File: src/rtl/sram_arbiter.sv
// Two-master round-robin arbiter with bounded lock
// in front of a single-port synchronous SRAM.
module sram_arbiter #(
  parameter int MDW      = 32,
  parameter int MAW      = 32,
  parameter int MAX_LOCK = 16
) (
  input  logic           clk,
  input  logic           rst_n,
  input  logic           m0_req,
  input  logic           m0_lock,
  input  logic           m0_wr,
  input  logic [MAW-1:0] m0_addr,
  input  logic [MDW-1:0] m0_wdata,
  input  logic [3:0]     m0_ben,
  output logic           m0_gnt,
  output logic           m0_rvalid,
  input  logic           m1_req,
  input  logic           m1_lock,
  input  logic           m1_wr,
  input  logic [MAW-1:0] m1_addr,
  input  logic [MDW-1:0] m1_wdata,
  input  logic [3:0]     m1_ben,
  output logic           m1_gnt,
  output logic           m1_rvalid,
  output logic [MDW-1:0] rdata,
  output logic           ramcs_n,
  output logic           ramwr_n,
  output logic [MAW-1:0] ramaddr,
  output logic [MDW-1:0] ramdin,
  output logic [3:0]     ramben,
  input  logic [MDW-1:0] ramdout
);

  typedef enum logic [1:0] {
    ARB  = 2'd0,
    OWN0 = 2'd1,
    OWN1 = 2'd2
  } state_e;

  localparam logic [7:0] LMAX = 8'(MAX_LOCK);

  state_e     state_q, state_d;
  logic       last_gnt_q, last_gnt_d;
  logic [7:0] lock_cnt_q, lock_cnt_d;
  logic       rv0_q, rv0_d;
  logic       rv1_q, rv1_d;

  logic g0, g1, forced;
  logic wr_sel;

  // grant decision: round robin in ARB, owner priority with bounded lock
  always_comb begin
    g0     = 1'b0;
    g1     = 1'b0;
    forced = 1'b0;
    unique case (state_q)
      ARB: begin
        if (m0_req && m1_req) begin
          g0 = last_gnt_q;
          g1 = ~last_gnt_q;
        end else begin
          g0 = m0_req;
          g1 = m1_req;
        end
      end
      OWN0: begin
        if (m1_req && lock_cnt_q == LMAX) begin
          g1     = 1'b1;
          forced = 1'b1;
        end else if (m0_req) begin
          g0 = 1'b1;
        end else begin
          g1 = m1_req;
        end
      end
      OWN1: begin
        if (m0_req && lock_cnt_q == LMAX) begin
          g0     = 1'b1;
          forced = 1'b1;
        end else if (m1_req) begin
          g1 = 1'b1;
        end else begin
          g0 = m0_req;
        end
      end
      default: begin
        g0 = 1'b0;
        g1 = 1'b0;
      end
    endcase
    if (!rst_n) begin
      g0     = 1'b0;
      g1     = 1'b0;
      forced = 1'b0;
    end
  end

  // SRAM pin mux driven from the granted master
  always_comb begin
    wr_sel  = g1 ? m1_wr : m0_wr;
    m0_gnt  = g0;
    m1_gnt  = g1;
    ramcs_n = ~(g0 | g1);
    ramwr_n = ~((g0 | g1) & wr_sel);
    ramaddr = '0;
    ramdin  = '0;
    ramben  = '0;
    if (rst_n) begin
      ramaddr = g1 ? m1_addr : m0_addr;
      ramdin  = g1 ? m1_wdata : m0_wdata;
      ramben  = wr_sel ? (g1 ? m1_ben : m0_ben) : 4'hF;
    end
  end

  assign rdata     = ramdout;
  assign m0_rvalid = rv0_q;
  assign m1_rvalid = rv1_q;

  // next-state: ownership, lock counter, round-robin pointer, read return
  always_comb begin
    state_d    = state_q;
    last_gnt_d = last_gnt_q;
    lock_cnt_d = lock_cnt_q;
    rv0_d      = g0 & ~m0_wr;
    rv1_d      = g1 & ~m1_wr;
    if (g0 | g1) last_gnt_d = g1;
    unique case (state_q)
      ARB: begin
        if (g0 && m0_lock) begin
          state_d    = OWN0;
          lock_cnt_d = 8'd1;
        end else if (g1 && m1_lock) begin
          state_d    = OWN1;
          lock_cnt_d = 8'd1;
        end
      end
      OWN0: begin
        if (g0) begin
          if (m0_lock) begin
            if (!m1_req)               lock_cnt_d = 8'd1;
            else if (lock_cnt_q < LMAX) lock_cnt_d = lock_cnt_q + 8'd1;
            else                        lock_cnt_d = LMAX;
          end else begin
            state_d    = ARB;
            lock_cnt_d = 8'd0;
          end
        end else if (forced) begin
          state_d    = ARB;
          lock_cnt_d = 8'd0;
        end
      end
      OWN1: begin
        if (g1) begin
          if (m1_lock) begin
            if (!m0_req)               lock_cnt_d = 8'd1;
            else if (lock_cnt_q < LMAX) lock_cnt_d = lock_cnt_q + 8'd1;
            else                        lock_cnt_d = LMAX;
          end else begin
            state_d    = ARB;
            lock_cnt_d = 8'd0;
          end
        end else if (forced) begin
          state_d    = ARB;
          lock_cnt_d = 8'd0;
        end
      end
      default: begin
        state_d    = ARB;
        lock_cnt_d = 8'd0;
      end
    endcase
  end

  // state registers
  always_ff @(posedge clk or negedge rst_n) begin
    if (!rst_n) begin
      state_q    <= ARB;
      last_gnt_q <= 1'b1;
      lock_cnt_q <= 8'd0;
      rv0_q      <= 1'b0;
      rv1_q      <= 1'b0;
    end else begin
      state_q    <= state_d;
      last_gnt_q <= last_gnt_d;
      lock_cnt_q <= lock_cnt_d;
      rv0_q      <= rv0_d;
      rv1_q      <= rv1_d;
    end
  end

endmodule

File: config.mk
export PLATFORM = sky130hd
export DESIGN_NAME = sram_arbiter
export DESIGN_NICKNAME = d
export VERILOG_FILES = /design/src/rtl/sram_arbiter.sv
export SDC_FILE = /design/constraint.sdc
export NUM_CORES = 1
export LEC_CHECK = 0
export ABC_AREA = 1
export BUFFER_PORTS_ARGS = -buffer_cell sky130_fd_sc_hd__buf_2
export CORE_AREA = 3 3 109 111
export DETAILED_ROUTE_END_ITERATION = 8
export DIE_AREA = 0 0 112 114
export SETUP_SLACK_MARGIN = 0.2
export SLEW_MARGIN = 20
export SYNTH_ARGS = -nofsm -noshare
export SYNTH_HDL_FRONTEND = slang
export SYNTH_SLANG_ARGS = --single-unit
export TNS_END_PERCENT = 5
File: constraint.sdc
create_clock -name clk -period 2 [get_ports clk]
set_clock_uncertainty 0.1 [all_clocks]
set_input_delay 0.4 -clock clk [delete_from_list [all_inputs] [get_ports clk]]
set_output_delay 0.4 -clock clk [all_outputs]
set_load 0.01 [all_outputs]
==> results of run 1 <==
[cell usage after synthesis]
library cell	number	area share [%]
nand3_2	2	0.84
buf_6	2	0.94
o21ai_0	69	14
buf_2	8	1.7
and3_1	1	0.26
nand4_1	2	0.52
nor2_4	1	0.47
buf_4	39	12
nand2_4	1	0.47
nor3b_1	1	0.31
nand2_2	4	1.0
o2111ai_1	1	0.37
dfrtp_1	12	13
o21ai_1	1	0.21
a21oi_1	2	0.42
nand3_1	37	7.7
nor2_2	5	1.3
o211ai_1	2	0.63
inv_1	21	3.3
dfstp_2	1	1.1
inv_2	4	0.63
clkbuf_1	8	1.3
a31oi_1	4	1.0
buf_8	1	0.63
xor2_1	1	0.37
clkinv_1	1	0.16
ha_1	6	3.1
nor2_1	139	22
a21boi_1	1	0.31
nand2_1	53	8.3
a21boi_0	2	0.63
a21oi_2	1	0.37
nor3_4	1	0.68
[layer usage]
metal	GRT usage [%]	vias to the layer above	routed length (um)	part of all wire [%]
li1	-	1847	-	-
met1	20.60	1621	5079	42
met2	29.26	131	6075	50
met3	4.615	6	968	7.9
met4	1.522	0	61	0.50
met5	0	-	0	0
[repair_timing]
item | in CTS | in global routing
gates resized for setup | 31 | 91
endpoints found under the setup margin | 82 | 85
pin swaps | 21 | 31
hold buffers | 0 | 0
gates cloned | 3 | 3
buffers inserted | 4 | 2
[metrics by stage]
stage / setup slack, ns / cells / setup TNS, ns / total power [uW]
after floorplan: -0.2507 / 434 / -16.55 / 1901
after global placement: -0.4895 / 797 / -27.61 / 3089
after detailed placement: -0.5050 / 797 / -29.86 / 3096
after CTS: -0.7421 / 808 / -50.61 / 3606
after global routing: -0.8964 / 813 / -64.05 / 4368
final: -0.7703 / 813 / -52.52 / 4014
[final timing paths]
path,from,endpoint,slack (ns),depth (start not counted)
worst max-delay path,lock_cnt_q[1],ramaddr[15],-0.77,16
worst min register to register,lock_cnt_q[7],lock_cnt_q[7],0.45,1
worst min-delay path,m0_wr,m0_rvalid,0.25,2
min in group asynchronous,rst_n,lock_cnt_q[2],0.37,4
worst max register to register,lock_cnt_q[1],lock_cnt_q[3],-0.33,17
max in group asynchronous,rst_n,last_gnt_q,1.13,4
[sequential cells by signal, indices dropped and copies added (netlist names)]
register    count
last_gnt_q      1
state_q         2
m1_rvalid       1
m0_rvalid       1
lock_cnt_q      8
[final cells by class]
type	count	area share [%]
inverters	26	2.255
repair buffers	293	43.19
clock inverters	1	0.1128
clock buffers	3	0.9304
flip-flops and latches	13	7.358
multi-input cells	337	42.20
well taps	140	3.947
[power groups by stage]
stage | logic [uW] | registers [uW] | clock network (uW)
floorplan | 1480 | 418 | 0
global placement | 2690 | 397 | 0
detailed placement | 2700 | 400 | 0
CTS | 2960 | 398 | 244
global route | 3690 | 414 | 260
finish | 3370 | 402 | 241
[cells by family (layout without fill, tap and decap cells)]
family                   count (synthesis)  after routing
AND/OR/NAND/NOR                        247            247
flip-flops                              13             13
buffers and inverters                   84            323
AO/OA/AOI/OAI                           83             83
XOR/XNOR                                 1              1
adder cells (fa/ha/maj)                  6              6
==> impl_metrics.env, run 1 <==
export IMPL_dr_pass1_iters=4
export IMPL_crit_required_ns=1.50
export IMPL_grt_pass1_vias=3488
export IMPL_synth_simple_area_share_pct=43.71
export IMPL_initial_utilization_pct=22.01
export IMPL_fill_cells=1183
export IMPL_layout_common_cells="buf_2, nor2_1, o21ai_0"
export IMPL_switchingPower_uw=1949
export IMPL_root_buffer="clkbuf_8"
export IMPL_hold_class="in -> reg"
export IMPL_cts_max_level=1
export IMPL_tightest_slew_ns=0.4339
export IMPL_seqPwrFrac_pct=10.0
export IMPL_drc=0
export IMPL_switching_share_pct=48.55
export IMPL_powerDensity_mw_per_mm2=904.5
export IMPL_gr_total_overflow=0
export IMPL_violations="negative setup slack"
export IMPL_worst_slack_ns=-0.7703
export IMPL_cts_clk_slew_worst_paths_ns=0.06
export IMPL_p_clk_share_pct=6.0
export IMPL_antenna_left=0
export IMPL_grt_first_pass_wirelength_um=17360
export IMPL_setup_viol=82
export IMPL_final_max_slew_viol_count=0
export IMPL_vdd_drop_max_mv=0.6321
export IMPL_cts_path_max_buffers=2
export IMPL_critPathTopFamily="buffers and inverters"
export IMPL_cell_internal_pwr_uw=2065
export IMPL_critPathKind="reg -> out"
export IMPL_grt_antenna_before_repair=0
export IMPL_start_kind="flip-flop"
export IMPL_maxSlewHeadroom_pct=70.97
export IMPL_cap_viol_max_count=0
export IMPL_ys_seq_area_share_pct=13.63
export IMPL_postSynthRegisterBits=13
export IMPL_worst_path_buf_inv=7
export IMPL_clk_latency_ns=0.24
export IMPL_io_pins=282
export IMPL_vias=3605
export IMPL_synth_area_mux_share_pct=0
export IMPL_drt_iter0_drc=217
export IMPL_cts_tree="done"
export IMPL_layout_drive_gt1_share_pct=55.27
export IMPL_netlist_area_mm2=0.002396
export IMPL_cp_arrival_ns=2.27
export IMPL_period_share_pct=138.5
export IMPL_finalWeightedCongestion=0.8549
export IMPL_rsz0062_at_grt="true"
export IMPL_dpl_cell_area_mm2=0.003814
export IMPL_io_buffers=217
export IMPL_wl_per_cell_um=14.99
export IMPL_synth_xor_area_share_pct=0.3655
export IMPL_core_area_mm2=0.01089
export IMPL_pwr_share_comb_pct=84.0
export IMPL_final_common_cell="buf_2"
export IMPL_path_max_fanout=5
export IMPL_totalWireLength_um=12190
export IMPL_clock_sinks=13
export IMPL_path_cells="inv_2, ha_4, nand2_4, inv_4, nand2_4, nor2_4, nand2_2, a21oi_2, buf_4, a21boi_4, buf_6, buf_16, buf_6, nor2_4, nor2_1, buf_2"
export IMPL_end_kind="primary output"
export IMPL_synth_compound_area_share_pct=18.38
export IMPL_diodes=0
export IMPL_critPathSlowestCell="dfrtp_1"
export IMPL_multi_input_area_mm2=0.001873
export IMPL_dieWidth_um=112
export IMPL_post_route_min_period_ns=2.770
export IMPL_grt_max_degree=42
export IMPL_dieArea_mm2=0.01277
export IMPL_p_leak_uw=0.002434
export IMPL_post_drt_via_cell_ratio=4.434
export IMPL_final_seq_area_um2=326.6
export IMPL_yosys_warnings=0
export IMPL_syn_nets=616
export IMPL_synthAdderAreaFrac_pct=3.133
export IMPL_hold_slack_ns=0.2495
export IMPL_syn2layout_area_growth_pct=85.22
export IMPL_critPathMaxStageDelay_ns=0.40
export IMPL_design_area_mm2=0.004438
export IMPL_status="finished, violations left"
export IMPL_synthesis_instances=434
export IMPL_nets=856
export IMPL_synth_top_family_by_area="simple AND/OR/NAND/NOR gates"
export IMPL_syn_area_per_cell_um2=5.521
export IMPL_hpwlAfterDp_um=9596
export IMPL_hold_violations=0
export IMPL_cts_buffers=3
export IMPL_synth_distinct_cells=33
export IMPL_die_y_um=114
export IMPL_fmax_mhz=361.0
export IMPL_final_core_util_pct=40.76
export IMPL_core_rowCount=38
export IMPL_grt_usage_pct=16.43
(Power assumes the default switching activity.)
==> inputs of run 2 (changes only) <==
Settings changed: SKIP_LAST_GASP from default to 1.
==> impl_metrics.env, run 2 (same netlist as run 1, synthesis figures left out) <==
export IMPL_vias=3662
export IMPL_powerDensity_mw_per_mm2=900.0
export IMPL_seqPwrFrac_pct=10.3
export IMPL_gr_total_overflow=0
export IMPL_nets=857
export IMPL_design_area_mm2=0.004328
export IMPL_layout_drive_gt1_share_pct=52.08
export IMPL_cts_tree="done"
export IMPL_setup_viol=82
export IMPL_tightest_slew_ns=0.3431
export IMPL_wl_per_cell_um=14.94
export IMPL_drt_iter0_drc=216
export IMPL_hold_slack_ns=0.2467
export IMPL_switchingPower_uw=1886
export IMPL_cap_viol_max_count=0
export IMPL_cts_buffers=3
export IMPL_io_buffers=217
export IMPL_status="finished, violations left"
export IMPL_root_buffer="clkbuf_8"
export IMPL_final_max_slew_viol_count=0
export IMPL_io_pins=282
export IMPL_dieWidth_um=112
export IMPL_syn2layout_area_growth_pct=80.63
export IMPL_grt_usage_pct=16.40
export IMPL_hpwlAfterDp_um=9596
export IMPL_diodes=0
export IMPL_p_clk_share_pct=6.2
export IMPL_dr_pass1_iters=5
export IMPL_dpl_cell_area_mm2=0.003814
export IMPL_grt_pass1_vias=3477
export IMPL_violations="negative setup slack"
export IMPL_die_y_um=114
export IMPL_reg2reg_from="lock_cnt_q[1]"
export IMPL_r2r_slack_ns=-0.47
export IMPL_start_kind="flip-flop"
export IMPL_core_area_mm2=0.01089
export IMPL_final_core_util_pct=39.75
export IMPL_cts_path_max_buffers=2
export IMPL_post_route_min_period_ns=2.783
export IMPL_endpoint="ramben[2]"
export IMPL_regMostFlops="lock_cnt_q"
export IMPL_crit_required_ns=1.50
export IMPL_path_max_fanout=6
export IMPL_hold_violations=0
export IMPL_fill_cells=1199
export IMPL_fmax_mhz=359.3
export IMPL_p_leak_uw=0.002401
export IMPL_layout_common_cells="buf_2, nor2_1, o21ai_0"
export IMPL_totalWireLength_um=12160
export IMPL_worst_slack_ns=-0.7832
export IMPL_dieArea_mm2=0.01277
export IMPL_initial_utilization_pct=22.01
export IMPL_post_drt_via_cell_ratio=4.499
export IMPL_reg2regPathDepth=17
export IMPL_grt_max_degree=42
export IMPL_hold_class="in -> reg"
export IMPL_crit_start="lock_cnt_q[1]"
export IMPL_grt_antenna_before_repair=0
export IMPL_cp_arrival_ns=2.28
export IMPL_drc=0
export IMPL_pwr_share_comb_pct=83.4
export IMPL_final_common_cell="buf_2"
export IMPL_maxSlewHeadroom_pct=77.13
export IMPL_cell_internal_pwr_uw=2009
export IMPL_finalWeightedCongestion=0.8549
export IMPL_timing_rr_end="lock_cnt_q[0]"
export IMPL_largest_reg_flops=8
export IMPL_cts_clk_slew_worst_paths_ns=0.06
export IMPL_rsz0062_at_grt="true"
export IMPL_vdd_drop_max_mv=0.6315
export IMPL_core_rowCount=38
export IMPL_clk_latency_ns=0.24
export IMPL_switching_share_pct=48.41
export IMPL_critPathKind="reg -> out"
export IMPL_antenna_left=0
export IMPL_reg_top3="lock_cnt_q: 8 flops, state_q: 2 flops"
export IMPL_clock_sinks=13
export IMPL_grt_first_pass_wirelength_um=17300
export IMPL_cts_max_level=1
export IMPL_end_kind="primary output"
export IMPL_period_share_pct=139.2
export IMPL_cts_hold_buf=0
## run 2: power groups by stage
stage / clock network [uW] / registers (uW) / logic (uW)
after global routing: 260 / 414 / 3570
after global placement: 0 / 397 / 2690
after detailed placement: 0 / 400 / 2700
final: 242 / 402 / 3250
after floorplan: 0 / 418 / 1480
after CTS: 244 / 398 / 2900
## run 2: through the flow
stage | setup slack [ns] | setup TNS, ns | total power [uW] | cells
CTS | -0.7421 | -51.89 | 3540 | 808
global placement | -0.4895 | -27.61 | 3089 | 797
finish | -0.7832 | -54.76 | 3895 | 814
floorplan | -0.2507 | -16.55 | 1901 | 434
global route | -0.8952 | -66.20 | 4240 | 814
detailed placement | -0.5050 | -29.86 | 3096 | 797
## run 2: routing by layer
| metal | global-route usage, % | vias to the layer above | wire length, um |
|---|---|---|---|
| met5 | 0 | - | 0 |
| met4 | 1.522 | 0 | 36 |
| met3 | 4.615 | 4 | 1065 |
| met2 | 29.18 | 148 | 6052 |
| met1 | 20.57 | 1662 | 5005 |
| li1 | - | 1848 | - |
## run 2: what timing repair did
item,in CTS,in global routing
pin swaps,7,20
setup endpoints to repair,82,85
setup buffers,4,3
resized for setup,14,66
gates cloned,3,3
## run 2: worst max-delay path, cell delays in order (launching register included)
cell and delay [ns]:
dfrtp_1 0.40, inv_2 0.08, ha_4 0.14, nand2_4 0.06, inv_4 0.06, nand2_4 0.05, nor2_4 0.14, nand2_2 0.06
a21oi_2 0.15, nand2_2 0.12, nand2_8 0.13, buf_12 0.15, buf_8 0.14, nand2_4 0.06, a31oi_4 0.18, buf_6 0.13
## run 2: final cells by class
| type | count | area (um2) | share of cell area [%] |
|---|---|---|---|
| clock inverters | 1 | 5.005 | 0.1156 |
| repair buffers | 294 | 1908 | 44.09 |
| clock buffers | 3 | 41.29 | 0.9540 |
| multi-input cells | 337 | 1772 | 40.94 |
| inverters | 26 | 100.1 | 2.313 |
| flip-flops and latches | 13 | 326.6 | 7.546 |
| well taps | 140 | 175.2 | 4.047 |
## run 2: how the worst min path moves through the flow
| stage | cells past startpoint | from | endpoint |
|---|---|---|---|
| 5_1_grt | 2 | m0_wr | m0_rvalid |
| 3_3_place_gp | 1 | lock_cnt_q[7] | lock_cnt_q[7] |
| 4_1_cts | 2 | m0_wr | m0_rvalid |
| 2_1_floorplan | 0 | rst_n | lock_cnt_q[0] |
| 3_5_place_dp | 1 | lock_cnt_q[7] | lock_cnt_q[7] |
| 6_report | 2 | m0_wr | m0_rvalid |
==> inputs of run 3 (changes only) <==
Settings changed: CORE_AREA 3 3 109 111 to 3 3 108 110, DIE_AREA 0 0 112 114 to 0 0 111 113, SETUP_SLACK_MARGIN 0.2 to default.
Clock period 2 ns to 2.7 ns, I/O delays scaled along.
==> impl_metrics.env, run 3 (same netlist as run 1, synthesis figures left out) <==
export IMPL_status="finished, violations left"
export IMPL_violations="negative setup slack"
export IMPL_reg_top3="lock_cnt_q: 8 flops, state_q: 2 flops"
export IMPL_p_leak_uw=0.002219
export IMPL_totalWireLength_um=11440
export IMPL_layout_common_cells="buf_2, nor2_1, o21ai_0"
export IMPL_final_common_cell="buf_2"
export IMPL_critPathMaxStageDelay_ns=0.38
export IMPL_critPathSlowestCell="dfrtp_1"
export IMPL_worst_slack_ns=-0.1313
export IMPL_tightest_slew_ns=0.3193
export IMPL_post_route_min_period_ns=2.831
export IMPL_period_share_pct=104.9
export IMPL_crit_required_ns=2.06
export IMPL_powerDensity_mw_per_mm2=668.6
export IMPL_clock_sinks=13
export IMPL_largest_reg_flops=8
export IMPL_post_drt_via_cell_ratio=4.551
export IMPL_cp_common_cell="nor2_4"
export IMPL_path_cells="inv_1, ha_2, nand2_4, inv_4, nand2_4, nor2_4, nand2_2, a21oi_4, buf_4, a21boi_4, buf_12, nor2_4, nor2_4, a31oi_1, buf_2"
export IMPL_cts_path_max_buffers=2
export IMPL_drc=0
export IMPL_start_kind="flip-flop"
export IMPL_cts_clk_slew_worst_paths_ns=0.06
export IMPL_die_y_um=113
export IMPL_critPathKind="reg -> out"
export IMPL_placed_cells=749
export IMPL_cts_hold_buf=0
export IMPL_vdd_drop_max_mv=0.5355
export IMPL_dieArea_mm2=0.01254
export IMPL_maxSlewHeadroom_pct=78.71
export IMPL_dpl_cell_area_mm2=0.003463
export IMPL_drt_iter0_drc=239
export IMPL_hold_class="in -> async"
export IMPL_io_pins=282
export IMPL_hold_violations=0
export IMPL_finalWeightedCongestion=0.8603
export IMPL_fill_cells=1187
export IMPL_wl_per_cell_um=14.76
export IMPL_grt_busiest_layer="met2"
export IMPL_setup_viol=70
export IMPL_io_buffers=217
export IMPL_clk_latency_ns=0.25
export IMPL_core_area_mm2=0.01079
export IMPL_vias=3527
export IMPL_grt_antenna_before_repair=0
export IMPL_grt_usage_pct=15.69
export IMPL_grt_pass1_vias=3186
export IMPL_antenna_left=0
export IMPL_nets=818
export IMPL_fmax_mhz=353.2
export IMPL_final_max_slew_viol_count=0
export IMPL_end_kind="primary output"
export IMPL_cap_viol_max_count=0
export IMPL_initial_utilization_pct=22.20
export IMPL_gr_total_overflow=0
export IMPL_design_area_mm2=0.003929
export IMPL_cp_arrival_ns=2.19
export IMPL_core_rowCount=38
export IMPL_grt_first_pass_wirelength_um=16390
export IMPL_cts_buffers=3
export IMPL_syn2layout_area_growth_pct=63.97
export IMPL_gr_usage_met2_pct=27.31
export IMPL_regMostFlops="lock_cnt_q"
export IMPL_cts_tree="done"
export IMPL_cts_max_level=1
export IMPL_use_met3_pct=4.332
export IMPL_root_buffer="clkbuf_8"
export IMPL_hpwlAfterDp_um=8245
export IMPL_diodes=0
export IMPL_layout_drive_gt1_share_pct=45.98
export IMPL_fin_cells=775
export IMPL_dr_pass1_iters=5
export IMPL_rsz0062_at_grt="true"
export IMPL_grt_max_degree=80
export IMPL_met1_usage_pct=19.67
export IMPL_path_max_fanout=5
export IMPL_final_core_util_pct=36.40
export IMPL_dieWidth_um=111
[run 3: where the power goes]
group	leakage, uW	internal, uW	switching [uW]
Combinational	0.00202	934	1210
Clock	0.0000255	102	77.2
Sequential	0.000172	256	47.7
[run 3: path summary, 6_finish.rpt]
kind	end	slack (ns)	depth (start not counted)	startpoint
max	ramben[1]	-0.13	15	lock_cnt_q[1]
min	state_q[1]	0.18	2	rst_n
max reg2reg	state_q[0]	0.28	17	lock_cnt_q[1]
min reg2reg	last_gnt_q	0.40	2	last_gnt_q
max in group asynchronous	lock_cnt_q[2]	2.03	2	rst_n
min in group clk	m1_rvalid	0.38	2	m1_wr
[run 3: final cells by class]
type,count,area [um2],share of cell area (%)
Tap cell,140,175.2,4.459
Inverter,26,100.1,2.548
Multi-Input combinational cell,339,1687,42.93
Sequential cell,13,326.6,8.312
Clock buffer,3,41.29,1.051
Timing Repair Buffer,253,1594,40.57
Clock inverter,1,5.005,0.1274
[run 3: worst max-delay path, delay by kind of cell (launching register included)]
kind	cells	cell delay, ns
buffers and inverters	5	0.59
AND/OR/NAND/NOR	6	0.43
flip-flops	1	0.38
AO/OA/AOI/OAI	3	0.38
adder cells (fa/ha/maj)	1	0.18
[run 3: metrics by stage]
step | hold slack [ns] | setup WS, ns | power [uW] | setup TNS, ns
after floorplan | 0.1444 | 0.2581 | 1396 | 0
after global placement | 0.3795 | 0.09161 | 2014 | 0
after detailed placement | 0.3772 | 0.1017 | 2000 | 0
after CTS | 0.2039 | -0.1462 | 2335 | -5.648
after global routing | 0.2174 | -0.2790 | 2893 | -16.82
final | 0.1841 | -0.1313 | 2627 | -4.992
[run 3: metal layers]
| layer | vias to the layer above | part of all wire, % |
|---|---|---|
| met5 | - | 0 |
| met4 | 0 | 1.5 |
| met3 | 22 | 9.5 |
| met2 | 185 | 48 |
| met1 | 1548 | 41 |
| li1 | 1772 | - |
[run 3: repair_timing]
item / in CTS / in global routing
hold endpoints to repair: 0 / 0
buffers inserted: 6 / 6
gates resized for setup: 14 / 16
endpoints found under the setup margin: 69 / 74
pin swaps: 5 / 10
gates cloned: 2 / 8
